## config.mk

```make
export PLATFORM = sky130hd
export DESIGN_NAME = uart_tx_sequencer_flat
export DESIGN_NICKNAME = d
export VERILOG_FILES = /design/src/rtl/uart_tx_sequencer_if.sv /design/src/rtl/uart_tx_sequencer.sv /design/src/flat_wrapper.sv
export SDC_FILE = /design/constraint.sdc
export NUM_CORES = 1
export LEC_CHECK = 0
export ABC_AREA = 1
export CAP_MARGIN = 30
export CORE_MARGIN = 8
export CORE_UTILIZATION = 45
export DETAILED_ROUTE_END_ITERATION = 12
export DONT_BUFFER_PORTS = 1
export GPL_ROUTABILITY_DRIVEN = 0
export SLEW_MARGIN = 10
export SYNTH_ARGS = -nofsm -noshare
export SYNTH_HDL_FRONTEND = slang
export SYNTH_SLANG_ARGS = --single-unit
```

## constraint.sdc

```tcl
create_clock -name Clk -period 2.8 [get_ports Clk]
set_input_delay 0.28 -clock Clk [delete_from_list [all_inputs] [get_ports Clk]]
set_output_delay 0.28 -clock Clk [all_outputs]
set_load 0.005 [all_outputs]
```

## src/rtl/uart_tx_sequencer_if.sv

```systemverilog
// Host-side word handshake for the UART transmit sequencer.
// The host drives data/valid; the sequencer answers with ready.
interface uart_tx_sequencer_if #(
  parameter int DATA_WIDTH = 8
);
  logic [DATA_WIDTH-1:0] Tx_Data;
  logic                  Tx_Valid;
  logic                  Tx_Ready;

  modport master (output Tx_Data, output Tx_Valid, input Tx_Ready);
  modport slave  (input Tx_Data, input Tx_Valid, output Tx_Ready);
endinterface

```

## src/rtl/uart_tx_sequencer.sv

```systemverilog
// UART transmit sequencer: takes one word per valid/ready handshake and shifts it
// out as start, LSB-first data, optional parity and stop bits on a registered line.
module uart_tx_sequencer #(
  parameter int DATA_WIDTH   = 8,
  parameter int CLKS_PER_BIT = 434,
  parameter int PARITY_EN    = 0,
  parameter int PARITY_ODD   = 0,
  parameter int STOP_BITS    = 1
) (
  input  logic                Clk,
  input  logic                Reset,
  uart_tx_sequencer_if.slave  host,
  output logic                Tx,
  output logic                Busy,
  output logic                Done
);

  localparam int BAUD_W = (CLKS_PER_BIT > 1) ? $clog2(CLKS_PER_BIT) : 1;
  localparam logic [BAUD_W-1:0] BAUD_LAST = BAUD_W'(CLKS_PER_BIT - 1);
  localparam logic [3:0] DATA_LAST = 4'(DATA_WIDTH - 1);
  localparam logic [3:0] STOP_LAST = 4'(STOP_BITS - 1);

  typedef enum logic [2:0] {IDLE, START, DATA, PARITY, STOP} state_t;

  state_t                  state_q, state_d;
  logic [BAUD_W-1:0]       baud_q, baud_d;
  logic [3:0]              bit_q, bit_d;
  logic [DATA_WIDTH-1:0]   shift_q, shift_d;
  logic                    par_q, par_d;
  logic                    tx_q, tx_d;
  logic                    ready;
  logic                    done;
  logic                    boundary;

  always_ff @(posedge Clk or negedge Reset) begin
    if (!Reset) begin
      state_q <= IDLE;
      baud_q  <= '0;
      bit_q   <= '0;
      shift_q <= '0;
      par_q   <= 1'b0;
      tx_q    <= 1'b1;
    end else begin
      state_q <= state_d;
      baud_q  <= baud_d;
      bit_q   <= bit_d;
      shift_q <= shift_d;
      par_q   <= par_d;
      tx_q    <= tx_d;
    end
  end

  // tx_d always carries the value of the bit that starts on the next edge,
  // so the line itself stays a plain flop.
  always_comb begin
    state_d  = state_q;
    baud_d   = baud_q;
    bit_d    = bit_q;
    shift_d  = shift_q;
    par_d    = par_q;
    tx_d     = tx_q;
    ready    = 1'b0;
    done     = 1'b0;
    boundary = (baud_q == BAUD_LAST);

    if (state_q != IDLE) begin
      baud_d = boundary ? '0 : baud_q + 1'b1;
    end

    case (state_q)
      IDLE: begin
        ready = 1'b1;
      end
      START: begin
        if (boundary) begin
          state_d = DATA;
          bit_d   = '0;
          tx_d    = shift_q[0];
        end
      end
      DATA: begin
        if (boundary) begin
          if (bit_q == DATA_LAST) begin
            bit_d = '0;
            if (PARITY_EN != 0) begin
              state_d = PARITY;
              tx_d    = par_q;
            end else begin
              state_d = STOP;
              tx_d    = 1'b1;
            end
          end else begin
            bit_d   = bit_q + 4'd1;
            shift_d = shift_q >> 1;
            tx_d    = shift_d[0];
          end
        end
      end
      PARITY: begin
        if (boundary) begin
          state_d = STOP;
          bit_d   = '0;
          tx_d    = 1'b1;
        end
      end
      STOP: begin
        if (boundary) begin
          if (bit_q == STOP_LAST) begin
            ready   = 1'b1;
            done    = 1'b1;
            state_d = IDLE;
            bit_d   = '0;
          end else begin
            bit_d = bit_q + 4'd1;
          end
        end
      end
      default: begin
        state_d = IDLE;
        tx_d    = 1'b1;
      end
    endcase

    // Accept overrides the stop-bit exit so a waiting word starts with no idle gap.
    if (ready && host.Tx_Valid) begin
      state_d = START;
      baud_d  = '0;
      bit_d   = '0;
      shift_d = host.Tx_Data;
      par_d   = (^host.Tx_Data) ^ (PARITY_ODD != 0);
      tx_d    = 1'b0;
    end
  end

  assign host.Tx_Ready = ready;
  assign Tx            = tx_q;
  assign Busy          = (state_q != IDLE);
  assign Done          = done;

endmodule

```

## src/flat_wrapper.sv

```systemverilog
// flat-port wrapper written by rule: the top's interface ports become plain ports
module uart_tx_sequencer_flat 
#(
  parameter int DATA_WIDTH   = 8,
  parameter int CLKS_PER_BIT = 434,
  parameter int PARITY_EN    = 0,
  parameter int PARITY_ODD   = 0,
  parameter int STOP_BITS    = 1
)
  (Clk, Reset, Tx, Busy, Done, host_Tx_Data, host_Tx_Valid, host_Tx_Ready);
  uart_tx_sequencer_if #(.DATA_WIDTH(DATA_WIDTH)) host_i ();
  input  logic Clk;
  input  logic Reset;
  output logic Tx;
  output logic Busy;
  output logic Done;
  input wire logic [$bits(host_i.Tx_Data)-1:0] host_Tx_Data;
  input wire logic [$bits(host_i.Tx_Valid)-1:0] host_Tx_Valid;
  output wire logic [$bits(host_i.Tx_Ready)-1:0] host_Tx_Ready;
  assign host_i.Tx_Data = host_Tx_Data;
  assign host_i.Tx_Valid = host_Tx_Valid;
  assign host_Tx_Ready = host_i.Tx_Ready;
  uart_tx_sequencer #(.DATA_WIDTH(DATA_WIDTH), .CLKS_PER_BIT(CLKS_PER_BIT), .PARITY_EN(PARITY_EN), .PARITY_ODD(PARITY_ODD), .STOP_BITS(STOP_BITS)) u_core (.Clk(Clk), .Reset(Reset), .host(host_i), .Tx(Tx), .Busy(Busy), .Done(Done));
endmodule
```

==> impl_metrics.json, run 1 <==
{
  "die_width_um": 73.7,
  "vias": 1264,
  "numCtsBuffers": 3,
  "seq_power_share_pct": 66.4,
  "ys_seq_area_share_pct": 41.8,
  "synth_flop_cell": "dfrtp_1",
  "drive_gt1_share_pct": 9.27,
  "skew_ns": 0.00625,
  "synthesis.instances": 201,
  "rows": 21,
  "avgRoutedWirePerCell_um": 12.3,
  "grt_first_pass_wirelength_mm": 5.75,
  "root_buffer": "clkbuf_4",
  "peakVddDrop_v": 0.000179,
  "clkTransAtPathRegs_ns": 0.15,
  "fin_tns_setup_ns": 0,
  "grt_remaining_overflow": 0,
  "hp-start": "host_Tx_Data[7]",
  "timing.fmax_mhz": 515,
  "sw_frac_of_total_pct": 22.9,
  "critical_path_class": "reg -> reg",
  "routed_wirelength_mm": 3.08,
  "slew_headroom_pct": 79.0,
  "async_flop_share_pct": 100,
  "vias_per_cell": 5.04,
  "design_area_um2": 1600,
  "firstDrtPassIters": 4,
  "initial_core_util_pct": 46.0,
  "wl_met2_mm": 1.60,
  "htreeDepth": 1,
  "synth_edf_count": 0,
  "status": "finished, final reports clean",
  "grt_max_degree": 26,
  "crit_fanout": 11,
  "r2r_slack_ns": 0.86,
  "finalSetupViolations": 0,
  "power.leakage_uw": 0.000796,
  "num-fill-cells": 322,
  "areaGrowthSynthToFinish_pct": 6.59,
  "p_clk_share_pct": 31.5,
  "power.net_switching_uw": 125,
  "yosys.area_share.simple_pct": 34.1,
  "antenna_found_initial": 0,
  "worst_hold_path.endpoint": "u_core.shift_q[7]",
  "synth_fp_nets": 216,
  "r2r_end": "u_core.bit_q[1]",
  "ys_seq_elements": 25,
  "cts_tree": "built",
  "grt_pass1_vias": 1296,
  "drc_errors": 0,
  "final_util_pct": 49.0,
  "p_int_uw": 420,
  "pre_cts_ws_ns": 0.873,
  "finalHoldViolCount": 0,
  "powerDensity_nw_per_um2": 341,
  "dr.max_layer_used": "met4",
  "dieArea_um2": 5430,
  "yosysWarnings": 0,
  "setup_ws_ns": 0.860,
  "cts_resized": 0,
  "synthTopCellsByArea": "dfrtp_1 40%, nand2_1 15%, nor2_1 6.3%",
  "synth_compound_area_share_pct": 9.52,
  "r2r_start": "u_core.baud_q[1]",
  "synth_adder_area_share_pct": 3.34,
  "syn_area_um2": 1500,
  "combPwrFrac_pct": 2.2,
  "cp.arrival_ns": 2.17,
  "synth.distinct_cells": 29,
  "dpl_cell_area_um2": 1540,
  "rsz0062_at_grt": "false",
  "worst_ep_required_time_ns": 3.03,
  "cp-start-kind": "flop",
  "hp-class": "in -> reg",
  "synth_top_area_share_pct": 40.1,
  "core_area_um2": 3260,
  "n_antenna_cell": 0,
  "dp_hpwl_mm": 2.41,
  "drtIter0Drc": 80,
  "wl_met1_mm": 1.37,
  "clock_sinks": 25,
  "fin_crit_sh_pct": 69.3,
  "io_pins": 15,
  "antenna_left": 0,
  "maxCapViolCount": 0,
  "synth_top_family_by_area": "simple AND/OR/NAND/NOR gates",
  "r2r_cells": 13,
  "period_minus_slack_ns": 1.94,
  "slew_viol_final": 0,
  "muxShareOfSynthArea_pct": 0,
  "synth_area_per_cell_um2": 7.46,
  "clock_latency_ns": 0.32,
  "yosys.area.top_type": "dfrtp_1",
  "die_y_um": 73.7,
  "io_buffers": 0,
  "met3WireLength_um": 81,
  "endpoint_kind": "flop",
  "clockBufferDepth": 2,
  "holdPathStages": 2,
  "synthXorXnorAreaFrac_pct": 2.92,
  "track_usage_pct": 13.1,
  "worst_pin_slew_ns": 0.313,
  "finalNetCount": 221
}
## layer usage
| metal | vias to the layer above | global-route usage, % |
|---|---|---|
| li1 | 646 | - |
| met1 | 604 | 15.9 |
| met2 | 12 | 22.9 |
| met3 | 2 | 1.91 |
| met4 | 0 | 3.99 |
| met5 | - | 0 |
## power by group through the flow
stage / registers (uW) / logic (uW) / clock network, uW
finish: 361 / 11.7 / 171
global placement: 368 / 0.603 / 0
floorplan: 368 / 0.558 / 0
CTS: 361 / 12.5 / 180
detailed placement: 368 / 0.691 / 0
global route: 361 / 14.0 / 198
## worst max-delay path: stages (launching register included)
cell     delay, ns
dfrtp_1       0.43
inv_1         0.09
ha_1          0.16
nand2_1       0.06
inv_1         0.05
nand2_1       0.08
nor2_4        0.13
nand2_1       0.09
nand2_2       0.09
nand2_2       0.15
inv_1         0.29
nor2_1        0.07
nand3_1       0.09
nand2_1       0.05
## timing repair
item / CTS / global route
hold buffers: 2 / 0
endpoints found under the hold margin: 25 / 0
buffers inserted: 0 / 0
## how the worst max path moves through the flow
stage | startpoint | end
2_1_floorplan | u_core.baud_q[1] | u_core.shift_q[0]
3_3_place_gp | u_core.baud_q[1] | u_core.bit_q[0]
3_5_place_dp | u_core.baud_q[1] | u_core.bit_q[0]
4_1_cts | u_core.baud_q[1] | u_core.bit_q[0]
5_1_grt | u_core.baud_q[1] | u_core.bit_q[3]
6_report | u_core.baud_q[1] | u_core.bit_q[1]
## layout by cell type (no fill, tap or decap)
cell / synthesis / layout
dfrtp_1: 24 / 24
clkbuf_4: 0 / 3
clkinv_1: 1 / 1
dfstp_2: 1 / 1
a21oi_4: 1 / 1
nor3_1: 3 / 3
a21boi_0: 1 / 1
o22ai_1: 1 / 1
nand2_2: 3 / 3
dlygate4sd3_1: 0 / 1
xnor2_1: 1 / 1
o211ai_1: 3 / 3
nor3_2: 1 / 1
nor3b_1: 1 / 1
nor2_1: 25 / 25
a21oi_1: 5 / 5
nand4_1: 4 / 4
nand2_1: 61 / 61
nand3_2: 2 / 2
inv_1: 24 / 24
a31oi_1: 1 / 1
buf_12: 0 / 1
o21ai_0: 7 / 7
xor2_1: 4 / 4
ha_1: 4 / 4
inv_2: 3 / 3
o31ai_1: 1 / 1
nor2_4: 2 / 2
nand3_1: 14 / 14
clkinvlp_4: 0 / 1
o21ai_4: 1 / 1
## sequential cells by signal (all words and copies together) (netlist names)
signal and count:
u_core.baud_q 9, u_core.shift_q 8, u_core.state_q 3, u_core.bit_q 4, u_core.Tx 1
## cell families (layout without fill, tap and decap cells)
| group | count (synthesis) | in the layout |
|---|---|---|
| compound gates | 21 | 21 |
| simple gates | 116 | 116 |
| fa+ha+maj | 4 | 4 |
| xor+xnor | 5 | 5 |
| flops | 25 | 25 |
| buf+inv | 30 | 34 |
## metrics by stage
step | hold WS (ns) | instances | total power, uW
3_5_place_dp | -0.0145 | 245 | 369
4_1_cts | 0.0636 | 251 | 553
6_report | 0.0722 | 251 | 544
5_1_grt | 0.0513 | 251 | 573
2_1_floorplan | -0.0156 | 201 | 369
3_3_place_gp | -0.0146 | 245 | 369
## area by class of cell
type / count / area (um^2) / area share (%)
clock inverters: 1 / 7.51 / 0.470
flip-flops and latches: 25 / 627 / 39.2
well taps: 46 / 57.6 / 3.60
repair buffers: 2 / 30.0 / 1.88
inverters: 28 / 105 / 6.58
clock buffers: 3 / 22.5 / 1.41
multi-input cells: 146 / 748 / 46.8
## cells in the mapped netlist, types with 2 or more instances
cell / n
a21oi_1: 5
dfrtp_1: 24
ha_1: 4
inv_1: 24
inv_2: 3
nand2_1: 61
nand2_2: 3
nand3_1: 14
nand3_2: 2
nand4_1: 4
nor2_1: 25
nor2_4: 2
nor3_1: 3
o211ai_1: 3
o21ai_0: 7
xor2_1: 4
(Power assumes the default switching activity.)
==> run 2, diff against run 1 <==
==> constraint.sdc (replaced) <==
create_clock -name Clk -period 1.8 [get_ports Clk]
set_input_delay 0.18 -clock Clk [delete_from_list [all_inputs] [get_ports Clk]]
set_output_delay 0.18 -clock Clk [all_outputs]
set_load 0.005 [all_outputs]
==> run 2 against run 1 <==
- the run now ends with hold timing left
- sequential power grew 56%
- combinational power grew to 2.8 times the previous value
- cell count grew 6.4%
- global-route usage grew 0.80 points
- die area is the same
- core utilization grew 6.4 points
- power grew 59%
- non-clock buffer count grew 15
- worst hold slack lost 0.083 ns
- clock power grew 60%
- via count grew 7.3%
- critical path depth is the same
- largest power group unchanged
==> impl_metrics.json, run 2 (synthesis results as in run 1) <==
{
  "peakVddDrop_v": 0.000257,
  "avgRoutedWirePerCell_um": 12.9,
  "vias": 1356,
  "largest_reg_flops": 9,
  "violations": "hold timing",
  "period_minus_slack_ns": 1.73,
  "root_buffer": "clkbuf_4",
  "worst_ep_required_time_ns": 2.08,
  "power.leakage_uw": 0.000858,
  "pre_cts_ws_ns": -0.0181,
  "initial_core_util_pct": 46.0,
  "layout_common_cells": "59 x nand2_1, 23 x dfrtp_1, 22 x nor2_1",
  "hold-worst-slack_ns": -0.0112,
  "drive_gt1_share_pct": 18.6,
  "skew_ns": 0.00364,
  "rsz0062_at_grt": "true",
  "numCtsBuffers": 3,
  "grt_max_degree": 26,
  "die_y_um": 73.7,
  "finalSetupViolations": 0,
  "routed_wirelength_mm": 3.44,
  "fin_crit_sh_pct": 96.3,
  "timing.fmax_mhz": 577,
  "slew_headroom_pct": 75.8,
  "setup_ws_ns": 0.0669,
  "clkTransAtPathRegs_ns": 0.15,
  "grt_first_pass_wirelength_mm": 5.94,
  "clock_latency_ns": 0.33,
  "rows": 21,
  "slew_viol_final": 0,
  "dieArea_um2": 5430,
  "clock_sinks": 25,
  "drc_errors": 0,
  "crit_fanout": 8,
  "dp_hpwl_mm": 2.58,
  "clockBufferDepth": 2,
  "finalHoldViolCount": 1,
  "io_pins": 15,
  "grt_remaining_overflow": 0,
  "hp-class": "in -> reg",
  "core_area_um2": 3260,
  "num-fill-cells": 330,
  "critical_path_class": "reg -> reg",
  "n_antenna_cell": 0,
  "drtIter0Drc": 61,
  "final_util_pct": 55.5,
  "cp-start-kind": "flop",
  "firstDrtPassIters": 4,
  "cts_tree": "built",
  "finalNetCount": 237,
  "ctsHoldBuffers": 10,
  "endpoint_kind": "flop",
  "powerDensity_nw_per_um2": 481,
  "die_width_um": 73.7,
  "regMostFlops": "u_core.baud_q",
  "cp.arrival_ns": 2.02,
  "reg_top3": "u_core.baud_q x9, u_core.shift_q x8, u_core.bit_q x4",
  "worst_pin_slew_ns": 0.360,
  "areaGrowthSynthToFinish_pct": 20.5,
  "grt_pass1_vias": 1311,
  "antenna_found_initial": 0,
  "antenna_left": 0,
  "htreeDepth": 1,
  "io_buffers": 0,
  "maxCapViolCount": 0,
  "status": "finished with violations",
  "vias_per_cell": 5.08,
  "final_common_cell": "nand2_1",
  "track_usage_pct": 13.9
}
run 2: cell count changes in the layout (fill, tap and decap cells not counted), moves of 2 or more:
cell | before | now
dlygate4sd3_1 | 1 | 9
buf_4 | 0 | 5
inv_1 | 24 | 20
inv_2 | 3 | 6
nor2_1 | 25 | 22
nor2_2 | 0 | 3
buf_6 | 0 | 2
nand2_1 | 61 | 59
nand3_1 | 14 | 12
nand3_2 | 2 | 4
run 2: where the power goes:
| group | total, uW | internal, uW | switching (uW) | leakage, uW |
|---|---|---|---|---|
| Combinational | 33.0 | 17.8 | 15.1 | 0.000565 |
| Clock | 273 | 85.2 | 188 | 0.0000139 |
| Sequential | 562 | 562 | 0 | 0.000279 |
run 2: cell type report:
class | instances | area, um^2 | area share (%)
clock buffer | 3 | 22.5 | 1.25
clock inverter | 1 | 7.51 | 0.416
inverter | 28 | 109 | 6.02
multi-input combinational | 146 | 807 | 44.7
sequential | 25 | 628 | 34.8
tap | 46 | 57.6 | 3.19
timing repair buffer | 17 | 170 | 9.42
timing repair inverter | 1 | 5.00 | 0.277
run 2: final timing paths:
check | startpoint | to | slack [ns] | cells after the start
max | u_core.baud_q[1] | u_core.bit_q[0] | 0.07 | 13
min | host_Tx_Valid | u_core.state_q[0] | -0.01 | 2
max reg2reg | u_core.baud_q[1] | u_core.bit_q[0] | 0.07 | 13
min reg2reg | u_core.shift_q[7] | u_core.shift_q[7] | 0.50 | 2
max in group asynchronous | Reset | u_core.Tx | 1.32 | 2
min in group asynchronous | Reset | u_core.baud_q[1] | 0.26 | 2
run 2: layer usage:
metal | vias up | GRT usage, % | wire length [um]
met5 | - | 0 | 0
met4 | 0 | 5.32 | 74
met3 | 10 | 3.27 | 73
met2 | 25 | 24.1 | 1820
met1 | 638 | 15.9 | 1470
li1 | 683 | - | -
run 2: timing repair:
item,in CTS,in global routing
gates cloned,0,1
endpoints found under the setup margin,4,17
pin swaps,0,8
setup buffers,0,3
endpoints found under the hold margin,33,1
gates resized for setup,1,19
run 2: through the flow:
step	std cells	hold slack [ns]	setup TNS, ns	power (uW)	cell area (um^2)
CTS	263	0.0517	0	875	1710
finish	267	-0.0112	0	868	1810
global route	267	-0.0348	-0.0793	911	1810
floorplan	201	-0.116	0	573	1500
global placement	249	-0.115	0	573	1570
detailed placement	249	-0.115	-0.0332	573	1570
run 2: critical path, stage by stage (launching register included):
cell	delay, ns
dfrtp_1	0.44
inv_2	0.09
ha_4	0.12
nand2_1	0.04
inv_1	0.06
nand2_2	0.06
nor2_4	0.11
nand2_2	0.09
nand2_4	0.11
nand2_8	0.08
buf_6	0.12
a21oi_4	0.19
nand3_1	0.10
nand2_1	0.08
==> run 3, diff against run 2 <==
==> constraint.sdc (replaced) <==
create_clock -name Clk -period 1.8 [get_ports Clk]
set_input_delay 0.09 -clock Clk [delete_from_list [all_inputs] [get_ports Clk]]
set_output_delay 0.09 -clock Clk [all_outputs]
set_load 0.005 [all_outputs]
==> run 3 against run 2 <==
- the flow now finishes without violations
- sequential power hardly changed
- setup slack worse by 0.012 ns
- wire length is 1.1% higher
- non-clock buffer count is 2 higher
- clock power hardly changed
- first-iteration DRC count is 20% lower
==> impl_metrics.json, run 3 (synthesis results as in run 1) <==
{
  "status": "finished, final reports clean",
  "endpoint_kind": "flop",
  "regArea_um2": 628,
  "vias_per_cell": 5.03,
  "hp-start": "host_Tx_Valid",
  "timing.fmax_mhz": 573,
  "drc_errors": 0,
  "drtIter0Drc": 49,
  "finalSetupViolations": 0,
  "areaGrowthSynthToFinish_pct": 21.4,
  "cts_tree": "built",
  "peakVddDrop_v": 0.000257,
  "critical_path_class": "reg -> reg",
  "htreeDepth": 1,
  "n_antenna_cell": 0,
  "worstSetupStartpoint": "u_core.baud_q[1]",
  "final_common_cell": "nand2_1",
  "grt_max_degree": 26,
  "hp-class": "in -> reg",
  "numCtsBuffers": 3,
  "cp-start-kind": "flop",
  "path_cells": "inv_2 > ha_4 > nand2_1 > inv_1 > nand2_2 > nor2_4 > nand2_2 > nand2_2 > nand2_4 > buf_6 > a21oi_4 > nand3_1 > nand2_1",
  "routed_wirelength_mm": 3.48,
  "die_y_um": 73.7,
  "die_width_um": 73.7,
  "multi_input_area_um2": 806,
  "period_minus_slack_ns": 1.74,
  "num-fill-cells": 334,
  "crit_path_frequent_cell": "nand2_2",
  "grt_pass1_vias": 1320,
  "crit_path_top_delay_cell": "dfrtp_1",
  "powerDensity_nw_per_um2": 479,
  "reg_top3": "u_core.baud_q x9, u_core.shift_q x8, u_core.bit_q x4",
  "drive_gt1_share_pct": 20.2,
  "avgRoutedWirePerCell_um": 12.9,
  "clock_latency_ns": 0.33,
  "firstDrtPassIters": 4,
  "slew_viol_final": 0,
  "layout_common_cells": "57 x nand2_1, 23 x dfrtp_1, 21 x nor2_1",
  "crit_fanout": 8,
  "power.leakage_uw": 0.000874,
  "hold-worst-slack_ns": 0.0644,
  "skew_ns": 0.00459,
  "root_buffer": "clkbuf_4",
  "maxCapViolCount": 0,
  "fin_crit_sh_pct": 96.9,
  "cp.arrival_ns": 2.03,
  "largest_reg_flops": 9,
  "clkTransAtPathRegs_ns": 0.15,
  "io_pins": 15,
  "dieArea_um2": 5430,
  "vias": 1353,
  "grt_first_pass_wirelength_mm": 5.98,
  "r2r_slack_ns": 0.06,
  "rsz0062_at_grt": "true",
  "finalNetCount": 239,
  "rows": 21,
  "grt_remaining_overflow": 0,
  "regMostFlops": "u_core.baud_q",
  "initial_core_util_pct": 46.0,
  "dp_hpwl_mm": 2.58,
  "slowest_delay_ns": 0.44,
  "clockBufferDepth": 2,
  "worst_ep_required_time_ns": 2.08,
  "core_area_um2": 3260,
  "antenna_left": 0,
  "r2r_start": "u_core.baud_q[1]",
  "io_buffers": 0,
  "finalHoldViolCount": 0,
  "track_usage_pct": 14.0,
  "antenna_found_initial": 0,
  "fin_tns_setup_ns": 0,
  "slew_headroom_pct": 75.8,
  "worst_pin_slew_ns": 0.361,
  "clock_sinks": 25
}
## run 3: cell types whose count changed in the layout (fill, tap and decap cells not counted)
cell           before  now
nand2_2             3    6
buf_4               5    7
nand2_1            59   57
buf_6               2    1
dlygate4sd3_1       9   10
nand2_8             1    0
nor2_1             22   21
nor2_4              2    3
## run 3: final timing paths
kind,end,depth (start not counted)
max reg2reg,u_core.bit_q[0],13
min,u_core.baud_q[6],3
min reg2reg,u_core.shift_q[7],2
max in group asynchronous,u_core.Tx,2
min in group asynchronous,u_core.baud_q[2],2
max,u_core.bit_q[0],13
## run 3: critical path: cells and delay by family, from the launching register on
family                     cells  cell delay (ns)
and+or+nand+nor                8             0.66
buffers and inverters          3             0.29
AOI/OAI and AO/OA              1             0.19
adders and majority gates      1             0.12
DFF                            1             0.44
## run 3: per-stage QoR
step | worst slack [ns] | cell area, um^2 | utilization (%) | instances | power [uW]
detailed placement | -0.0181 | 1570 | 48.1 | 249 | 573
global placement | 0.0740 | 1570 | 48.1 | 249 | 573
finish | 0.0551 | 1820 | 55.8 | 269 | 872
global route | -0.0642 | 1820 | 55.8 | 269 | 914
floorplan | 0.215 | 1500 | - | 201 | 573
CTS | 0.0120 | 1720 | 52.8 | 264 | 877
## run 3: layout make-up
cell class                      instances  share of cell area, %
Multi-Input combinational cell        146                   44.3
Sequential cell                        25                   34.5
Timing Repair Buffer                   19                   10.1
Inverter                               28                   5.98
Tap cell                               46                   3.16
Clock buffer                            3                   1.24
Clock inverter                          1                  0.413
Timing Repair inverter                  1                  0.275
## run 3: timing repair
item / in CTS / in global routing
gates cloned: 0 / 1
pin swaps: 0 / 10
hold buffers: 11 / 0
gates resized for setup: 1 / 20
buffers inserted: 0 / 4
setup endpoints to repair: 4 / 16
endpoints found under the hold margin: 34 / 0
## run 3: report_power, final
| part | internal, uW | switching (uW) |
|---|---|---|
| logic | 19.2 | 16.0 |
| clock network | 85.2 | 189 |
| registers | 562 | 0 |
## run 3: per-layer routing
layer / up-vias / track usage, % / share of wire, %
li1: 685 / - / -
met1: 648 / 15.9 / 43
met2: 14 / 24.4 / 54
met3: 6 / 3.27 / 1.8
met4: 0 / 5.32 / 1.3
met5: - / 0 / 0
